[src/rtl/mfilter_pkg.sv]
// Shared constants for the matched-filter MAC: tap count, window tap-select
// codes, accumulator width and the FSM state encoding.
package mfilter_pkg;

  localparam int NUM_TAPS  = 6;
  localparam int SAMP_W    = 16;
  localparam int PROD_W    = 2 * SAMP_W;
  localparam int ACC_W     = 35;
  localparam int TAP_IDX_W = 3;

  localparam logic [TAP_IDX_W-1:0] LAST_TAP = TAP_IDX_W'(NUM_TAPS - 1);

  localparam logic [2:0] IDLE_SEL = 3'b000;

  // Window addressing is not linear; tap 0 is the newest sample.
  localparam logic [2:0] TAP_SEL [NUM_TAPS] = '{
    3'b011, 3'b010, 3'b101, 3'b100, 3'b111, 3'b110
  };

  typedef enum logic [1:0] {
    IDLE = 2'd0,
    MAC  = 2'd1,
    DONE = 2'd2
  } state_t;

  function automatic logic [2:0] tap_sel(input logic [TAP_IDX_W-1:0] k);
    if (k < TAP_IDX_W'(NUM_TAPS)) begin
      return TAP_SEL[k];
    end
    return IDLE_SEL;
  endfunction

endpackage

[src/rtl/mfilter_coef_bank.sv]
// Six signed 16-bit coefficient registers with one write port and a
// combinational read addressed by the current tap index.
module mfilter_coef_bank
  import mfilter_pkg::*;
(
  input  logic                        clk,
  input  logic                        reset,
  input  logic                        i_we,
  input  logic [TAP_IDX_W-1:0]        i_waddr,
  input  logic signed [SAMP_W-1:0]    i_wdata,
  input  logic [TAP_IDX_W-1:0]        i_raddr,
  output logic signed [SAMP_W-1:0]    o_rdata
);

  logic signed [SAMP_W-1:0] r_coef [NUM_TAPS];

  // Writes to indices 6 and 7 fall outside the bank and are dropped.
  always_ff @(posedge clk) begin
    if (reset) begin
      for (int i = 0; i < NUM_TAPS; i++) begin
        r_coef[i] <= '0;
      end
    end else if (i_we && (i_waddr < TAP_IDX_W'(NUM_TAPS))) begin
      r_coef[i_waddr] <= i_wdata;
    end
  end

  assign o_rdata = (i_raddr < TAP_IDX_W'(NUM_TAPS)) ? r_coef[i_raddr] : '0;

endmodule

[src/rtl/mfilter_mac.sv]
// Six-tap matched-filter multiply-accumulate with saturated result.
// Threshold match compare is built only when MFILTER_THRESHOLD_EN is defined.
//
//   state | meaning
//   IDLE  | waiting for rxstrobe, sel parked at 000
//   MAC   | one tap per cycle: acc += data * coef[tap], busy high
//   DONE  | result_valid pulse; a strobe here starts the next window directly
module mfilter_mac
  import mfilter_pkg::*;
#(
  parameter int OUT_W = 32
)
(
  input  logic                     clk,
  input  logic                     reset,
  input  logic                     rxstrobe,
  output logic [2:0]               sel,
  input  logic signed [SAMP_W-1:0] data,
  input  logic                     coef_we,
  input  logic [TAP_IDX_W-1:0]     coef_addr,
  input  logic signed [SAMP_W-1:0] coef_data,
  input  logic signed [OUT_W-1:0]  thresh,
  output logic signed [OUT_W-1:0]  result,
  output logic                     result_valid,
  output logic                     match,
  output logic                     busy,
  output logic                     overrun,
  input  logic                     overrun_clr
);

  localparam logic signed [ACC_W-1:0] SAT_MAX =
    {{(ACC_W-OUT_W+1){1'b0}}, {(OUT_W-1){1'b1}}};
  localparam logic signed [ACC_W-1:0] SAT_MIN =
    {{(ACC_W-OUT_W+1){1'b1}}, {(OUT_W-1){1'b0}}};

  state_t                   r_state;
  logic [TAP_IDX_W-1:0]     r_tap;
  logic signed [ACC_W-1:0]  r_acc;
  logic [2:0]               r_sel;
  logic signed [OUT_W-1:0]  r_result;
  logic                     r_valid;
  logic                     r_match;
  logic                     r_busy;
  logic                     r_overrun;

  logic signed [SAMP_W-1:0] w_coef;
  logic signed [PROD_W-1:0] w_prod;
  logic signed [ACC_W-1:0]  w_acc_next;
  logic signed [OUT_W-1:0]  w_sat;
  logic                     w_match;
  logic [TAP_IDX_W-1:0]     w_tap_next;

  mfilter_coef_bank u_coef_bank (
    .clk     (clk),
    .reset   (reset),
    .i_we    (coef_we),
    .i_waddr (coef_addr),
    .i_wdata (coef_data),
    .i_raddr (r_tap),
    .o_rdata (w_coef)
  );

  assign w_prod     = data * w_coef;
  assign w_acc_next = r_acc + ACC_W'(w_prod);
  assign w_tap_next = r_tap + TAP_IDX_W'(1);

  // Saturation is applied to the full sum including the last product.
  always_comb begin
    if (w_acc_next > SAT_MAX) begin
      w_sat = SAT_MAX[OUT_W-1:0];
    end else if (w_acc_next < SAT_MIN) begin
      w_sat = SAT_MIN[OUT_W-1:0];
    end else begin
      w_sat = w_acc_next[OUT_W-1:0];
    end
  end

`ifdef MFILTER_THRESHOLD_EN
  assign w_match = (w_sat >= thresh);
`else
  logic w_unused_thresh;
  assign w_unused_thresh = ^thresh;
  assign w_match = 1'b0;
`endif

  always_ff @(posedge clk) begin
    if (reset) begin
      r_state   <= IDLE;
      r_tap     <= '0;
      r_acc     <= '0;
      r_sel     <= IDLE_SEL;
      r_result  <= '0;
      r_valid   <= 1'b0;
      r_match   <= 1'b0;
      r_busy    <= 1'b0;
      r_overrun <= 1'b0;
    end else begin
      r_valid <= 1'b0;
      r_match <= 1'b0;
      if (overrun_clr) begin
        r_overrun <= 1'b0;
      end
      case (r_state)
        IDLE, DONE: begin
          if (rxstrobe) begin
            r_state <= MAC;
            r_tap   <= '0;
            r_acc   <= '0;
            r_sel   <= tap_sel('0);
            r_busy  <= 1'b1;
          end else begin
            r_state <= IDLE;
            r_sel   <= IDLE_SEL;
            r_busy  <= 1'b0;
          end
        end
        MAC: begin
          if (rxstrobe) begin
            // Window moved under us: drop this sum; set beats a same-cycle clear.
            r_overrun <= 1'b1;
            r_tap     <= '0;
            r_acc     <= '0;
            r_sel     <= tap_sel('0);
          end else if (r_tap == LAST_TAP) begin
            r_state  <= DONE;
            r_acc    <= w_acc_next;
            r_result <= w_sat;
            r_valid  <= 1'b1;
            r_match  <= w_match;
            r_busy   <= 1'b0;
            r_sel    <= IDLE_SEL;
          end else begin
            r_acc <= w_acc_next;
            r_tap <= w_tap_next;
            r_sel <= tap_sel(w_tap_next);
          end
        end
        default: begin
          r_state <= IDLE;
          r_sel   <= IDLE_SEL;
          r_busy  <= 1'b0;
        end
      endcase
    end
  end

  assign sel          = r_sel;
  assign result       = r_result;
  assign result_valid = r_valid;
  assign match        = r_match;
  assign busy         = r_busy;
  assign overrun      = r_overrun;

endmodule

[config.mk]
export PLATFORM = sky130hd
export DESIGN_NAME = mfilter_mac
export DESIGN_NICKNAME = d
export VERILOG_FILES = /design/src/rtl/mfilter_pkg.sv /design/src/rtl/mfilter_coef_bank.sv /design/src/rtl/mfilter_mac.sv
export SDC_FILE = /design/constraint.sdc
export NUM_CORES = 1
export LEC_CHECK = 0
export BUFFER_PORTS_ARGS = -buffer_cell sky130_fd_sc_hd__buf_4
export CORE_ASPECT_RATIO = 0.5
export CORE_MARGIN = 2
export CORE_UTILIZATION = 40
export CTS_CLUSTER_SIZE = 8
export DETAILED_ROUTE_END_ITERATION = 10
export PLACE_DENSITY_LB_ADDON = 0.15
export SYNTH_ARGS = -nofsm -noshare
export SYNTH_HDL_FRONTEND = slang
export SYNTH_SLANG_ARGS = --single-unit
[constraint.sdc]
create_clock -name clk -period 10.3 [get_ports clk]
set_clock_uncertainty 0.1 [all_clocks]
set_input_delay 0.515 -clock clk [delete_from_list [all_inputs] [get_ports clk]]
set_output_delay 0.515 -clock clk [all_outputs]
set_load 0.02 [all_outputs]
==> results of run 1 <==
==> logic make-up after synthesis <==
kind of cell	count (synthesis)
adders and majority gates	417
DFF	208
and+or+nand+nor	564
other	1
AOI/OAI and AO/OA	180
muxes	50
xor gates and xnor gates	36
buffers and inverters	468
==> worst paths after layout <==
path                            from                      end  slack (ns)  depth (start not counted)
max reg2reg                 register  result[17]$_SDFFE_PP0P_        1.35                         27
min                         rxstrobe       overrun$_SDFF_PP0_        0.21                          3
max                         register  result[17]$_SDFFE_PP0P_        1.35                         27
min reg2reg  r_state[1]$_SDFFE_PP0P_        sel[1]$_SDFF_PP0_        0.38                          1
==> metrics by stage <==
step	hold WS [ns]	worst slack (ns)	utilization, %	std cells
after detailed placement	0.374	1.33	43.8	2627
after global routing	0.221	0.727	45.5	2677
after global placement	0.375	1.36	43.8	2627
after CTS	0.184	1.29	45.5	2677
after floorplan	0.340	2.17	-	1956
final	0.209	1.35	45.5	2678
==> sequential cells by signal, summed over array words and instances, names as in the netlist, named ones only <==
register            cells
u_coef_bank.r_coef    128
r_acc                  35
result                 32
r_tap                   3
sel                     3
r_state                 2
overrun                 1
result_valid            1
==> critical path: stages, from the launching register on <==
cell      delay [ns]
dfxtp_2         0.67
buf_4           0.38
mux4_2          0.28
mux2i_1         0.07
nor2_1          0.79
nand2_1         0.20
fa_1            0.52
inv_1           0.05
fa_1            0.49
inv_1           0.05
fa_1            0.52
inv_1           0.05
fa_1            0.48
fa_1            0.50
inv_1           0.05
fa_1            0.50
inv_1           0.05
ha_1            0.36
a21o_1          0.20
a41o_1          0.23
a211o_1         0.34
o211a_1         0.29
or3_1           0.40
nand4b_2        0.13
a32o_1          0.53
buf_12          0.23
nand2_1         0.08
a211oi_1        0.24
==> cell usage after synthesis, types with 31 or more instances <==
master      n  area [um^2]
a21oi_1    31          155
a22oi_1    35          263
and2_1    126          788
clkbuf_1   70          263
dfxtp_1    80         1600
edfxtp_1  128         3840
fa_1      310         6210
ha_1      107         1340
inv_1     382         1430
mux4_2     32          721
nand2_1   179          672
nor2_1    202          758
==> layer usage <==
metal	up-vias	share of wire, %	global-route usage, %
met5	-	0	0
met4	0	1.7	3.84
met3	61	4.2	2.74
met2	226	46	32.6
met1	6795	48	28.5
li1	6196	-	-
==> area by class of cell <==
cell class / instances / area, um^2
multi-input cells: 1280 / 12900
well taps: 649 / 812
inverters: 382 / 1430
repair buffers: 108 / 836
clock buffers: 47 / 825
flip-flops and latches: 208 / 5450
diodes: 1 / 2.50
fillers: 4747 / 26600
clock inverters: 3 / 40.0
==> flow_metrics.env, run 1 <==
export IMPL_drc_errors=0
export IMPL_vias=13300
export IMPL_grt_pass1_vias=14400
export IMPL_wl_per_cell_um=18.3
export IMPL_drv_slew=0
export IMPL_area_growth_synth_to_final_pct=11.5
export IMPL_dp_hpwl_mm=37.4
export IMPL_ant_nets=0
export IMPL_finalWirelength_mm=49.1
export IMPL_synthCells=1924
export IMPL_holdCritPathClass="input port to register"
export IMPL_ys_seq_area_share_pct=27.2
export IMPL_die_area_um2=51900
export IMPL_crit_path_start_kind="register"
export IMPL_die_h_um=162
export IMPL_cts_root_buf="clkbuf_16"
export IMPL_tns_ns=0
export IMPL_async_flop_share_pct=0
export IMPL_cts_setup_buffers=0
export IMPL_clock_path_buffers=3
export IMPL_cts_buffers=30
export IMPL_cp_end_kind="register"
export IMPL_design_area_um2=22300
export IMPL_fin_nets=2499
export IMPL_cts_htree_levels=1
export IMPL_ys_warn_count=0
export IMPL_hold_viol=0
export IMPL_netlist_area_um2=20000
export IMPL_drive_above_1_share_pct=10.6
export IMPL_ys_seq_elements=208
export IMPL_initial_utilization_pct=40.9
export IMPL_crit_type="register to register"
export IMPL_insertion_delay_ns=0.57
export IMPL_gp_congestion=0.820
export IMPL_grt_max_degree=78
export IMPL_cts_tree="built"
export IMPL_synth_xor_area_share_pct=1.58
export IMPL_cts_resized_gates=0
export IMPL_fp_dieW_um=320
export IMPL_worst_pin_slew_ns=1.16
export IMPL_slew_headroom_pct=22.7
export IMPL_yosysUniqueCellTypes=64
export IMPL_grt_use_total_pct=19.9
export IMPL_grt_pass1_wl_mm=80.5
export IMPL_period_minus_slack_ns=8.95
export IMPL_synth_edf_count=128
export IMPL_worstPathRequired_ns=10.67
export IMPL_rsz0062_at_grt="no"
export IMPL_syn_area_per_cell_um2=10.4
export IMPL_port_buffer_count=77
export IMPL_fmax_mhz=112
export IMPL_synth_simple_area_share_pct=12.9
export IMPL_cts_num_sinks=208
export IMPL_period_share_pct=86.9
export IMPL_final_common_cell="inv_1"
export IMPL_finalSetupViolations=0
export IMPL_cap_violations=0
export IMPL_rows=57
export IMPL_cts_hold_buf=0
export IMPL_synth_compound_area_share_pct=6.97
export IMPL_worst_ep_arrival_time_ns=9.31
export IMPL_synthMuxAreaShare_pct=4.51
export IMPL_final_cell_mix="inv_1 (382), fa_1 (310), nor2_1 (200)"
export IMPL_dpl_cell_area_um2=21400
export IMPL_io_pin_count=111
export IMPL_synth_top_family_by_area="adder cells"
export IMPL_antenna_found_initial=1
export IMPL_clk_pin_slew_ns=0.06
export IMPL_crit_fanout=18
export IMPL_first_iter_violations=693
export IMPL_outcome="complete, no violations"
export IMPL_ys_flop_type="edfxtp_1"
export IMPL_vias_per_cell=4.96
export IMPL_synthAdderAreaFrac_pct=37.7
export IMPL_overflow=0
export IMPL_drt_first_pass_iters=5
export IMPL_coreArea_um2=48900
Power of run 1 is not shown: default switching activity piles up to over one toggle a cycle in this logic, so the estimate is an artifact.
==> inputs of run 2 (changes only) <==
ABC_AREA = 1   (was not set)
BUFFER_PORTS_ARGS = not set   (was -buffer_cell sky130_fd_sc_hd__buf_4)
DONT_BUFFER_PORTS = 1   (was not set)
==> run 2 against run 1 <==
Cell count up 13%. Area after synthesis increased by 2.2%. Sequential share of layout area up 0.17 points. Non-clock buffer count fell by 83. First-iteration DRC count increased by 46%. Via count grew 12%. Worst hold slack worse by 0.17 ns. Global-route usage grew 2.0 points.
==> flow_metrics.env, run 2 <==
export IMPL_port_buffer_count=0
export IMPL_final_cell_mix="inv_1 (494), nand2_1 (409), nor2_1 (339)"
export IMPL_cap_violations=0
export IMPL_final_common_cell="inv_1"
export IMPL_netlist_area_um2=20400
export IMPL_crit_path_start_kind="register"
export IMPL_crit_type="register to register"
export IMPL_largest_register="u_coef_bank.r_coef"
export IMPL_finalWirelength_mm=55.1
export IMPL_synth_top_cell_by_area="fa_1"
export IMPL_cts_setup_buffers=0
export IMPL_crit_buf_inv=8
export IMPL_synthCells=2311
export IMPL_die_h_um=164
export IMPL_drv_slew=0
export IMPL_drive_above_1_share_pct=5.05
export IMPL_antennaDiodeCount=0
export IMPL_drc_errors=0
export IMPL_slew_headroom_pct=23.4
export IMPL_rows=58
export IMPL_grt_use_total_pct=21.9
export IMPL_ys_flop_type="edfxtp_1"
export IMPL_insertion_delay_ns=0.58
export IMPL_ys_seq_elements=208
export IMPL_wl_per_cell_um=18.2
export IMPL_synth_most_common_cell="inv_1"
export IMPL_grt_pass1_wl_mm=88.2
export IMPL_synth_edf_count=128
export IMPL_die_area_um2=53000
export IMPL_ys_warn_count=0
export IMPL_critPathMaxStageDelay_ns=0.82
export IMPL_crit_fanout=38
export IMPL_cp_end_kind="register"
export IMPL_cts_num_sinks=208
export IMPL_initial_utilization_pct=40.6
export IMPL_fin_nets=2808
export IMPL_io_pin_count=111
export IMPL_synth_top_cells_by_count="inv_1 (494), nand2_1 (409), nor2_1 (340)"
export IMPL_cts_tree="built"
export IMPL_outcome="complete, no violations"
export IMPL_cts_htree_levels=1
export IMPL_tns_ns=0
export IMPL_cts_buffers=30
export IMPL_hp_start="overrun_clr"
export IMPL_min_to="overrun$_SDFF_PP0_"
export IMPL_hold_viol=0
export IMPL_period_minus_slack_ns=8.76
export IMPL_fmax_mhz=114
export IMPL_grt_max_degree=61
export IMPL_slowest_stage="dfxtp_2"
export IMPL_vias_per_cell=4.90
export IMPL_ys_seq_area_share_pct=26.7
export IMPL_hold_depth=3
export IMPL_worst_path_dominant_cell_family="adder cells"
export IMPL_worst_ep_arrival_time_ns=9.07
export IMPL_clock_path_buffers=3
export IMPL_largest_register_ffs=128
export IMPL_yosysUniqueCellTypes=45
export IMPL_clk_pin_slew_ns=0.05
export IMPL_drt_first_pass_iters=7
export IMPL_r2r_end="result[16]$_SDFFE_PP0P_"
export IMPL_coreArea_um2=50300
export IMPL_holdCritPathClass="input port to register"
export IMPL_rsz0062_at_grt="no"
export IMPL_async_flop_share_pct=0
export IMPL_cts_root_buf="clkbuf_16"
export IMPL_worst_pin_slew_ns=1.15
export IMPL_grt_pass1_vias=15800
export IMPL_area_growth_synth_to_final_pct=8.36
export IMPL_dp_hpwl_mm=42.6
export IMPL_period_share_pct=85.0
export IMPL_antenna_found_initial=0
export IMPL_syn_area_per_cell_um2=8.84
export IMPL_ys_top_cells_by_area="fa_1 (30%), edfxtp_1 (19%), inv_1 (9.1%)"
export IMPL_ant_nets=0
export IMPL_vias=14800
export IMPL_worstPathRequired_ns=10.61
export IMPL_gp_congestion=0.927
export IMPL_synth_top_area_share_pct=30.4
export IMPL_reg2reg_slack_ns=1.54
export IMPL_overflow=0
export IMPL_reg2reg_depth=31
export IMPL_fp_dieW_um=324
export IMPL_first_iter_violations=1014
export IMPL_finalSetupViolations=0
export IMPL_cts_resized_gates=0
[run 2: final cells by class]
type	count	area, um^2
inverter	509	1920
clock inverter	2	35.0
clock buffer	49	842
multi-input combinational	1545	12800
tap	690	863
timing repair buffer	25	215
sequential	208	5450
fill	5031	28200
[run 2: worst reg2reg max path, delay by kind of cell (launching register included)]
kind,cells,cell delay (ns)
AOI/OAI and AO/OA,3,0.62
adders and majority gates,7,3.51
buffers and inverters,8,1.27
DFF,1,0.82
and+or+nand+nor,13,2.32
[run 2: stage by stage]
stage / util [%] / instance area (um^2) / hold slack, ns / setup slack [ns] / cells
CTS: 44.0 / 22100 / 0.00828 / 1.51 / 3028
detailed placement: 42.2 / 21200 / 0.353 / 1.51 / 2975
global placement: 42.2 / 21200 / 0.349 / 1.62 / 2975
floorplan: - / 20500 / 0.345 / 3.38 / 2343
finish: 44.0 / 22100 / 0.0418 / 1.54 / 3028
global route: 44.0 / 22100 / 0.0515 / 0.950 / 3028
[run 2: worst max-delay path by stage]
stage	slack [ns]	end	start	cells past startpoint
after global placement	1.62	result[29]$_SDFFE_PP0P_	register	27
after global routing	0.95	result[30]$_SDFFE_PP0P_	register	31
after detailed placement	1.51	result[26]$_SDFFE_PP0P_	register	27
after floorplan	3.38	result[10]$_SDFFE_PP0P_	register	33
final	1.54	result[16]$_SDFFE_PP0P_	register	31
after CTS	1.51	result[16]$_SDFFE_PP0P_	register	27
[run 2: cell families (layout without fill, tap and decap cells)]
group | count (synthesis) | after routing | synth area share, %
simple gates | 832 | 832 | 16.3
buf+inv | 590 | 585 | 11.2
fa+ha+maj | 417 | 417 | 36.9
compound gates | 237 | 237 | 7.73
flops | 208 | 208 | 26.7
xor+xnor | 26 | 26 | 1.12
other cells | 1 | 33 | 0.0184
[run 2: metal layers]
metal / wire (um) / up-vias / track usage, %
met5: 0 / - / 0
met4: 828 / 0 / 4.04
met3: 3700 / 64 / 4.36
met2: 25900 / 378 / 36.9
met1: 24600 / 7414 / 29.6
li1: - / 6992 / -
[run 2: repair_timing]
action	CTS	global route
hold buffers	2	0
endpoints found under the setup margin	0	0
hold endpoints to repair	53	0
Power of run 2 is left out for the same reason.
==> inputs of run 3 (changes only) <==
CORE_ASPECT_RATIO = not set   (was 0.5)
SYNTH_HIERARCHICAL = 1   (was not set)
==> run 3 against run 2 <==
Die area grew 5.6%. Non-clock buffer count is 4 lower. Register-to-register slack improved by 0.23 ns. Critical path depth did not move. Clock-buffer cell count fell by 16. Global-route usage decreased by 1.8 points. Critical endpoint is now result[23]$_SDFFE_PP0P_. Highest routed layer unchanged.
==> flow_metrics.env, run 3 <==
export IMPL_first_iter_violations=827
export IMPL_synth_top_area_share_pct=28.7
export IMPL_cap_violations=0
export IMPL_period_minus_slack_ns=8.53
export IMPL_worst_path_most_repeated_cell="nand2_1"
export IMPL_final_cell_mix="inv_1 (697), nand2_1 (636), fa_1 (310)"
export IMPL_design_area_um2=23000
export IMPL_outcome="complete, no violations"
export IMPL_overflow=0
export IMPL_fmax_mhz=117
export IMPL_reg2reg_depth=31
export IMPL_die_area_um2=55900
export IMPL_vias=15500
export IMPL_netlist_area_um2=21600
export IMPL_clk_pin_slew_ns=0.05
export IMPL_dp_hpwl_mm=42.9
export IMPL_ys_top_cells_by_area="fa_1 (29%), edfxtp_1 (18%), inv_1 (12%)"
export IMPL_grt_max_degree=77
export IMPL_fp_dieW_um=237
export IMPL_io_pin_count=111
export IMPL_vias_per_cell=4.70
export IMPL_syn_area_per_cell_um2=8.21
export IMPL_ys_flop_type="edfxtp_1"
export IMPL_dpl_cell_area_um2=22200
export IMPL_multi_input_area_um2=13200
export IMPL_hold_viol=0
export IMPL_drc_errors=0
export IMPL_crit_type="register to register"
export IMPL_hold_depth=2
export IMPL_holdWs_ns=0.0486
export IMPL_cp_end_kind="register"
export IMPL_slew_headroom_pct=23.0
export IMPL_ys_seq_elements=205
export IMPL_rsz0062_at_grt="no"
export IMPL_cts_num_sinks=205
export IMPL_final_common_cell="inv_1"
export IMPL_largest_register="u_coef_bank/r_coef"
export IMPL_grt_use_total_pct=20.1
export IMPL_synth_top_cells_by_count="inv_1 (697), nand2_1 (636), fa_1 (310)"
export IMPL_gp_congestion=0.871
export IMPL_drt_first_pass_iters=5
export IMPL_holdCritPathClass="input port to register"
export IMPL_tns_ns=0
export IMPL_grt_pass1_vias=16500
export IMPL_initial_utilization_pct=40.4
export IMPL_antenna_found_initial=1
export IMPL_crit_path_start_kind="register"
export IMPL_finalWirelength_mm=53.9
export IMPL_insertion_delay_ns=0.58
export IMPL_wl_per_cell_um=16.3
export IMPL_rows=85
export IMPL_ant_nets=0
export IMPL_async_flop_share_pct=0
export IMPL_slowest_stage="clkinv_1"
export IMPL_fin_util_pct=42.9
export IMPL_crit_fanout=24
export IMPL_period_share_pct=82.8
export IMPL_worst_pin_slew_ns=1.15
export IMPL_coreArea_um2=53600
export IMPL_synth_most_common_cell="inv_1"
export IMPL_yosysUniqueCellTypes=51
export IMPL_synth_top_cell_by_area="fa_1"
export IMPL_cts_resized_gates=0
export IMPL_cts_htree_levels=1
export IMPL_largest_register_ffs=128
export IMPL_clock_path_buffers=3
export IMPL_synthCells=2633
export IMPL_ys_seq_area_share_pct=24.9
export IMPL_fillers=5477
export IMPL_worstPathRequired_ns=10.65
export IMPL_antennaDiodeCount=0
export IMPL_die_h_um=237
export IMPL_register_area_um2=5390
export IMPL_critPathMaxStageDelay_ns=0.75
export IMPL_cts_buffers=29
export IMPL_cts_tree="built"
export IMPL_area_growth_synth_to_final_pct=6.38
export IMPL_drive_above_1_share_pct=6.83
export IMPL_synth_edf_count=128
export IMPL_cts_setup_buffers=0
export IMPL_grt_pass1_wl_mm=89.3
export IMPL_cts_root_buf="clkbuf_16"
export IMPL_drv_slew=0
export IMPL_ys_warn_count=6
export IMPL_port_buffer_count=0
export IMPL_fin_nets=3094
export IMPL_worst_ep_arrival_time_ns=8.89
export IMPL_finalSetupViolations=0
==> run 3: cell types whose count changed in the layout (fill, tap and decap cells not counted), moves of 6 or more <==
cell / delta
nand2_1: +227
inv_1: +203
nor2_1: -182
nand3_1: +62
nor2_2: +58
a21oi_1: -37
o221ai_1: -30
a21oi_4: -20
nand2_4: +15
clkbuf_1: -14
o21ai_0: -14
nand2_2: +10
xnor2_1: +9
xor2_1: -6
==> run 3: per-stage QoR <==
stage	setup slack, ns	cells
6_report	1.77	3304
5_1_grt	1.14	3304
4_1_cts	1.59	3304
3_5_place_dp	1.62	3267
3_3_place_gp	1.68	3267
2_1_floorplan	3.22	2664
==> run 3: cell families (layout without fill, tap and decap cells) <==
group	after synthesis	count (layout)	share of synthesized area, %
buffers and inverters	818	762	14.8
flip-flops	205	205	24.9
other	2	33	0.0347
AND/OR/NAND/NOR	1026	1026	20.7
AO/OA/AOI/OAI	134	134	3.28
XOR/XNOR	31	31	1.38
adder cells (fa/ha/maj)	417	417	34.9
==> run 3: routing by layer <==
layer | share of wire [%] | global-route usage, % | up-vias
met4 | 1.3 | 3.62 | 0
met2 | 46 | 33.8 | 298
li1 | - | - | 7524
met5 | 0 | 0 | -
met1 | 47 | 28.3 | 7648
met3 | 4.9 | 2.39 | 43
==> run 3: critical path, delay by kind of cell (launching register included) <==
kind                     cells  cell delay (ns)
flip-flops                   1             0.70
AND/OR/NAND/NOR             17             2.19
buffers and inverters        7             1.44
adder cells (fa/ha/maj)      7             3.95
==> run 3: layout make-up <==
cell class	instances	share of cell area, %
clock inverters	1	0.0870
repair buffers	21	0.718
flip-flops and latches	205	23.4
clock buffers	33	3.26
inverters	707	11.5
multi-input cells	1641	57.2
well taps	696	3.78
==> run 3: what timing repair did <==
action	in CTS	in global routing
hold buffers	3	0
hold endpoints to repair	14	0
endpoints found under the setup margin	0	0
==> run 3: final timing paths <==
path / startpoint / end / slack (ns)
worst min-delay path: rxstrobe / overrun$_SDFF_PP0_ / 0.05
worst max register to register: r_tap[1]$_SDFFE_PP0P_ / result[23]$_SDFFE_PP0P_ / 1.77
worst max-delay path: r_tap[1]$_SDFFE_PP0P_ / result[23]$_SDFFE_PP0P_ / 1.77
worst min register to register: r_acc[25]$_SDFFE_PP0P_ / r_acc[25]$_SDFFE_PP0P_ / 0.40
Power of run 3 is left out for the same reason.
